`src/rtl/frame_link_arbiter.sv`:
```
// Two-requester round-robin arbiter that serializes the winning request into a
// framed byte stream: C9, type, addr, data1, [data2], 9C, with a forced idle gap.
module frame_link_arbiter (
    input  logic        clk,
    input  logic        reset,
    input  logic        req0,
    input  logic        req1,
    input  logic        len0,
    input  logic        len1,
    input  logic [7:0]  addr0,
    input  logic [7:0]  addr1,
    input  logic [15:0] dat0,
    input  logic [15:0] dat1,
    output logic        gnt0,
    output logic        gnt1,
    output logic [7:0]  word_out,
    output logic        word_valid,
    output logic        busy
);

    localparam logic [7:0] BEGIN_WORD = 8'hC9;
    localparam logic [7:0] END_WORD   = 8'h9C;
    localparam logic [7:0] TYPE_SHORT = 8'h60;
    localparam logic [7:0] TYPE_LONG  = 8'h61;

    typedef enum logic [2:0] {
        S_IDLE,
        S_BEGIN,
        S_TYPE,
        S_ADDR,
        S_DATA1,
        S_DATA2,
        S_END
    } state_t;

    state_t      r_state;
    logic        r_last1;   // 1 when requester 1 was served most recently
    logic        r_len;
    logic [7:0]  r_addr;
    logic [15:0] r_dat;

    // Requester 1 wins when it is alone, or in contention when requester 0 was served last.
    logic w_any_req;
    logic w_pick1;
    assign w_any_req = req0 | req1;
    assign w_pick1   = req1 & (~req0 | ~r_last1);

    // NOTE: every output is a register updated alongside the state, so each
    // state's word appears in the cycle the FSM sits in that state.
    always_ff @(posedge clk) begin
        if (reset) begin
            r_state    <= S_IDLE;
            r_last1    <= 1'b1;
            r_len      <= 1'b0;
            r_addr     <= 8'h00;
            r_dat      <= 16'h0000;
            gnt0       <= 1'b0;
            gnt1       <= 1'b0;
            word_out   <= 8'h00;
            word_valid <= 1'b0;
            busy       <= 1'b0;
        end else begin
            gnt0 <= 1'b0;
            gnt1 <= 1'b0;
            unique case (r_state)
                S_IDLE: begin
                    if (w_any_req) begin
                        r_state    <= S_BEGIN;
                        r_last1    <= w_pick1;
                        r_len      <= w_pick1 ? len1  : len0;
                        r_addr     <= w_pick1 ? addr1 : addr0;
                        r_dat      <= w_pick1 ? dat1  : dat0;
                        gnt0       <= ~w_pick1;
                        gnt1       <= w_pick1;
                        word_out   <= BEGIN_WORD;
                        word_valid <= 1'b1;
                        busy       <= 1'b1;
                    end else begin
                        word_out   <= 8'h00;
                        word_valid <= 1'b0;
                        busy       <= 1'b0;
                    end
                end
                S_BEGIN: begin
                    r_state  <= S_TYPE;
                    word_out <= r_len ? TYPE_LONG : TYPE_SHORT;
                end
                S_TYPE: begin
                    r_state  <= S_ADDR;
                    word_out <= r_addr;
                end
                S_ADDR: begin
                    r_state  <= S_DATA1;
                    word_out <= r_dat[7:0];
                end
                S_DATA1: begin
                    if (r_len) begin
                        r_state  <= S_DATA2;
                        word_out <= r_dat[15:8];
                    end else begin
                        r_state  <= S_END;
                        word_out <= END_WORD;
                    end
                end
                S_DATA2: begin
                    r_state  <= S_END;
                    word_out <= END_WORD;
                end
                S_END: begin
                    // Always pass through IDLE so frames are separated by a non-valid cycle.
                    r_state    <= S_IDLE;
                    word_out   <= 8'h00;
                    word_valid <= 1'b0;
                    busy       <= 1'b0;
                end
                default: begin
                    r_state    <= S_IDLE;
                    word_out   <= 8'h00;
                    word_valid <= 1'b0;
                    busy       <= 1'b0;
                end
            endcase
        end
    end

endmodule

```
`config.mk`:
```
export PLATFORM = sky130hd
export DESIGN_NAME = frame_link_arbiter
export DESIGN_NICKNAME = d
export VERILOG_FILES = /design/src/rtl/frame_link_arbiter.sv
export SDC_FILE = /design/constraint.sdc
export NUM_CORES = 1
export LEC_CHECK = 0
export CAP_MARGIN = 20
export CORE_ASPECT_RATIO = 0.8
export CORE_MARGIN = 3
export CORE_UTILIZATION = 46
export CTS_BUF_LIST = sky130_fd_sc_hd__clkbuf_4 sky130_fd_sc_hd__clkbuf_8
export DETAILED_ROUTE_END_ITERATION = 12
export GPL_TIMING_DRIVEN = 0
export PLACE_DENSITY = 0.82
export SLEW_MARGIN = 10
export SYNTH_ARGS = -nofsm -noshare
export SYNTH_HDL_FRONTEND = slang
export SYNTH_SLANG_ARGS = --single-unit
```
`constraint.sdc`:
```
create_clock -name clk -period 2.2 [get_ports clk]
set_clock_uncertainty 0.15 [all_clocks]
set_input_delay 0.44 -clock clk [delete_from_list [all_inputs] [get_ports clk]]
set_output_delay 0.44 -clock clk [all_outputs]
set_load 0.02 [all_outputs]
```
After elaboration in Yosys (flattened, before gate mapping)
Cells that the tools add are included.
{"block": "op_classes", "eq_ne": 6, "reduce_logical": 4, "bitwise_logic": 8, "mux": 12}
{"cell": "$pmux 8 s6", "count": 1}
{"cell": "$mux 8", "count": 3}
{"cell": "$pmux 3 s6", "count": 1}
{"cell": "$mux 16", "count": 1}
{"cell": "$eq 3x2->1 const B", "count": 2}
{"cell": "$eq 3x3->1 const B", "count": 2}
{"cell": "$not 1->1", "count": 5}
{"cell": "$reduce_or 5->1", "count": 1}
{"cell": "$eq 3x1->1 const B", "count": 1}
{"cell": "$logic_not 3->1", "count": 1}
{"cell": "$mux 1", "count": 3}
{"cell": "$mux 3", "count": 1}
{"cell": "$reduce_or 3->1", "count": 1}
{"cell": "$mux 2", "count": 1}
{"cell": "$ne 2x2->1 const B", "count": 1}
{"cell": "$or 1x1->1", "count": 2}
{"cell": "$pmux 1 s2", "count": 1}
{"cell": "$reduce_and 2->1", "count": 1}
{"cell": "$and 1x1->1", "count": 1}
{"block": "word_totals", "in_bits": 54, "out_inout_bits": 12, "wordCells": 39, "reg_bits": 40}

Longest topological paths before layout
Gate-level depths: netlist of the first run.
{"block": "depth", "depth_word": 4, "mapped_depth": 6}

Worst setup path before layout of the first run
OpenSTA, ideal clock, no wires.
{"block": "synth_path", "kind": "register to register", "start": "register r_state[0]", "end": "register r_len", "path_slack_ns": 0.586, "t_arrival_ns": 1.383, "period_less_slack_ns": 1.614, "n_path_buf": 2, "required_time_ns": 1.969, "path_stages_with_launch": 7, "path_cell_list": "dfxtp_1 -> buf_6 -> or3_4 -> nor2_4 -> buf_6 -> nor2_1 -> a211oi_2"}
{"block": "synth_between", "elab_chain_cells": 2}
{"element": "from (decl)", "line_no": "36", "source": "state_t r_state;"}
{"element": "from (signal assigned)", "line_no": "52", "source": "r_state <= S_IDLE;"}
{"element": "from (signal assigned)", "line_no": "68", "source": "r_state <= S_BEGIN;"}
{"element": "from (signal assigned)", "line_no": "85", "source": "r_state <= S_TYPE;"}
{"element": "$logic_not 3->1", "line_no": "65", "source": "unique case (r_state)"}
{"element": "$reduce_and 2->1 (no source line)"}
{"element": "to (signal assigned)", "line_no": "70", "source": "r_len <= w_pick1 ? len1 : len0;"}
{"element": "to (decl)", "line_no": "38", "source": "logic r_len;"}
No other way between the ends.
A chain may end at the register's enable or synchronous reset.

Final worst setup path of the first run
{"block": "layout_path", "start": "input port req1", "end": "register r_addr[3]"}
{"block": "layout_between", "elab_chain_cells": 2, "elab_cells_between_ends": 4}
{"element": "from (decl)", "line_no": "7", "source": "input logic req1,"}
{"element": "$and 1x1->1 or $or 1x1->1 (tied branches)", "line_no": "46, 45"}
{"element": "$mux 8 or $reduce_and 2->1 (tied branches)"}
{"element": "to (signal assigned)", "line_no": "71", "source": "r_addr <= w_pick1 ? addr1 : addr0;"}
{"element": "to (decl)", "line_no": "39", "source": "logic [7:0] r_addr;"}
Parallel ways exist; a longest one is shown, timed or not.

==> results of run 1 <==
-- worst max-delay path, cell delays in order --
cell and delay (ns):
clkdlybuf4s50_1 0.55, inv_1 0.07, o21ai_2 0.30, clkbuf_1 0.35, o22ai_1 0.16, a211oi_2 0.24
-- area by class of cell --
| cell class | instances | area (sq um) |
|---|---|---|
| clock inverters | 2 | 10.0 |
| clock buffers | 6 | 82.6 |
| multi-input cells | 145 | 958 |
| fillers | 339 | 1170 |
| inverters | 4 | 15.0 |
| repair buffers | 64 | 641 |
| flip-flops and latches | 40 | 801 |
| well taps | 55 | 68.8 |
| plain buffers | 19 | 103 |
-- where the power goes --
part,total (W),internal [W],switching (W)
combinational,0.000639,0.000310,0.000329
sequential,0.000888,0.000827,0.0000616
clock,0.000492,0.000250,0.000242
-- layer usage --
metal / wire, um / part of all wire
met5: 0 / 0
met4: 44 / 0.0092
met3: 327 / 0.068
met2: 2180 / 0.45
met1: 2240 / 0.47
-- registers in the layout, indices dropped and copies added (netlist names) --
signal and count:
gnt0 1, word_out 8, r_dat 16, r_state 3, gnt1 1, busy 1, r_len 1, r_addr 8
r_last1 1
-- cells in the mapped netlist, types with 2 or more instances --
cell / instances
dfxtp_1: 40
nor2_1: 34
o22ai_1: 25
a211oi_2: 18
a21oi_1: 14
clkbuf_1: 12
a211oi_1: 7
nand2_1: 5
inv_1: 4
nor3_1: 4
o21ai_0: 4
buf_6: 3
nand2b_1: 3
a31oi_1: 2
buf_2: 2
mux2_2: 2
mux2i_1: 2
nand3_1: 2
nor3b_1: 2
o21a_1: 2
-- metrics by stage --
step           power [W]  hold WS [ns]   util
2_1_floorplan    0.00130         0.305      -
3_3_place_gp     0.00152         0.345  0.670
3_5_place_dp     0.00154         0.348  0.670
4_1_cts          0.00203         0.358  0.694
5_1_grt          0.00213         0.388  0.695
6_report         0.00202         0.359  0.695
-- worst max-delay path by stage --
stage,startpoint,cells after the start,end
5_1_grt,req1,6,r_addr[0]
3_3_place_gp,req1,6,r_dat[0]
6_report,req1,6,r_addr[3]
3_5_place_dp,req1,6,r_dat[15]
2_1_floorplan,r_state[0],6,r_len
4_1_cts,req1,6,r_addr[6]
-- what timing repair did --
action | CTS | global route
resized for setup | 0 | 4
endpoints found under the setup margin | 0 | 9
endpoints found under the hold margin | 0 | 0
-- kinds of logic after synthesis --
group	share of synthesized area
AOI/OAI and AO/OA	0.338
and+or+nand+nor	0.151
DFF	0.427
buffers and inverters	0.0614
muxes	0.0227
==> key figures, run 1 <==
Status
  • Status: complete, no violations

Global route
  • GR Layer Usage met3: 0.0486
  • Met1 usage: 0.283
  • Largest net degree at the start of global routing: 13
  • Initial antenna violation count: 0
  • Met2 Use GR: 0.324
  • Grt ovf: 0
  • Total track usage: 0.205
  • Vias in the first global route: 1747
  • Global-route wire length before repair: 8090 um
  • Gr busiest metal: met2

Logic synthesis
  • #FFs+latches synth: 40
  • Post-synth cell types: 41
  • Synth async-reset ratio: 0
  • Syn Nets: 262
  • Mapped Area: 1870 sq um
  • Seq/Total Area, Yosys: 0.427
  • Avg Cell Area, Syn: 9.01 sq um
  • Main flop type after synthesis: dfxtp_1
  • Syn. warnings: 0
  • Area contributors post-synth: dfxtp_1 (43%), a211oi_2 (12%), o22ai_1 (8.3%)
  • Post-synth EDFFs: 0
  • Area leader, netlist: dfxtp_1
  • Cells after Synth: 208
  • Area share of the largest cell type after synthesis: 0.427

Drt
  • DRT iter0 DRCs: 164
  • Via count: 1794
  • Final antenna-violating net count: 0
  • Routed WL: 4790 um
  • Residual DRC: 0
  • Routed wire per std cell: 14.3 um
  • Vias per Instance: 5.36
  • Initial DRT Pass Iterations: 4

Floorplanning
  • Die width: 77.4 um
  • Die ar.: 4880 sq um
  • Io pins: 66
  • Row Count: 20
  • Core area: 3850 sq um
  • Die Ht: 63.1 um
  • Initial core utilization: 0.486

STA
  • # setup viols final: 0
  • Period minus WS final: 2.05 ns
  • Fin. Hold Viols: 0
  • Worst-Margin Slew: 0.745 ns
  • Fin. max-slew vios: 0
  • Final worst setup slack: 0.152 ns
  • Slew headroom: 0.503
  • Max Fclk: 488 MHz
  • Period utilization: 0.931
  • Setup_tns: 0 ns
  • RSZ-0062 raised after global routing: no

Clock network
  • Num CTS Buffers: 5
  • CTS tree: done
  • Later-pin clock latency in the skew report: 0.29 ns
  • CTS H-tree depth: 2
  • # Post-CTS Setup Buffers: 0
  • # clock sinks: 40
  • Clk buf depth: 2
  • Clk pin slew, worst setup/hold paths: 0.08 ns
  • Clock Tree Root: clkbuf_8
  • Hold Buf Count CTS: 0

Setup path
  • CP max FO: 10
  • Worst Reg-to-Reg Cells: 6
  • Worst Setup End Kind: flip-flop
  • R2r setup slk: 0.42 ns
  • CP Data Required Time: 2.26 ns
  • Crit Path Category: in2reg
  • Worst Setup Start Kind: input pin
  • Worst EP arrival: 2.11 ns
  • Reg2reg start: r_state[0]
  • RR Endpoint: r_addr[7]

Placed design
  • Setup Slack @ Placement: -0.282 ns
  • Port Buffer Count: 64
  • Post-placement cell count: 327
  • HPWL after DPL: 3640 um
  • RD Place Congestion: 0.897
  • Post-DP Area: 2580 sq um

Pwr
  • Leak: 0.958 nW
  • Peak VDD IR: 0.000363 V
  • Power per cell area: 753 nW/um^2

Finish
  • Synthesis-to-finish area growth: 42.9%
  • Final cell count without fillers: 335
  • Layout cells sized above 1: 0.146
  • Number of diodes: 0
  • Most common cell after layout, fill and taps aside: clkdlybuf4s50_1
  • Most frequent cells in the layout: clkdlybuf4s50_1 (64), dfxtp_1 (40), nor2_1 (34)
  • Net count, final: 333
  • Design Area, Final: 2680 sq um

Hold path
  • Hold depth: 2
  • Min-delay src: r_dat[11]
  • WHS Endpoint: r_dat[11]
  • Min-Delay Path Class: reg2reg

Job
  • Max cap viols: 0
No activity file was read; power rests on OpenSTA's default activity.
==> inputs of run 2 (changes only) <==
--- a/config.mk
+++ b/config.mk
@@ -5,7 +5,6 @@
 export SDC_FILE = /design/constraint.sdc
 export NUM_CORES = 1
 export LEC_CHECK = 0
-export CAP_MARGIN = 20
 export CORE_ASPECT_RATIO = 0.8
 export CORE_MARGIN = 3
 export CORE_UTILIZATION = 46
@@ -13,7 +12,6 @@
 export DETAILED_ROUTE_END_ITERATION = 12
 export GPL_TIMING_DRIVEN = 0
 export PLACE_DENSITY = 0.82
-export SLEW_MARGIN = 10
 export SYNTH_ARGS = -nofsm -noshare
 export SYNTH_HDL_FRONTEND = slang
 export SYNTH_SLANG_ARGS = --single-unit
==> results of run 2 <==
No change in the layout: final DEF, timing and power equal those of run 1.
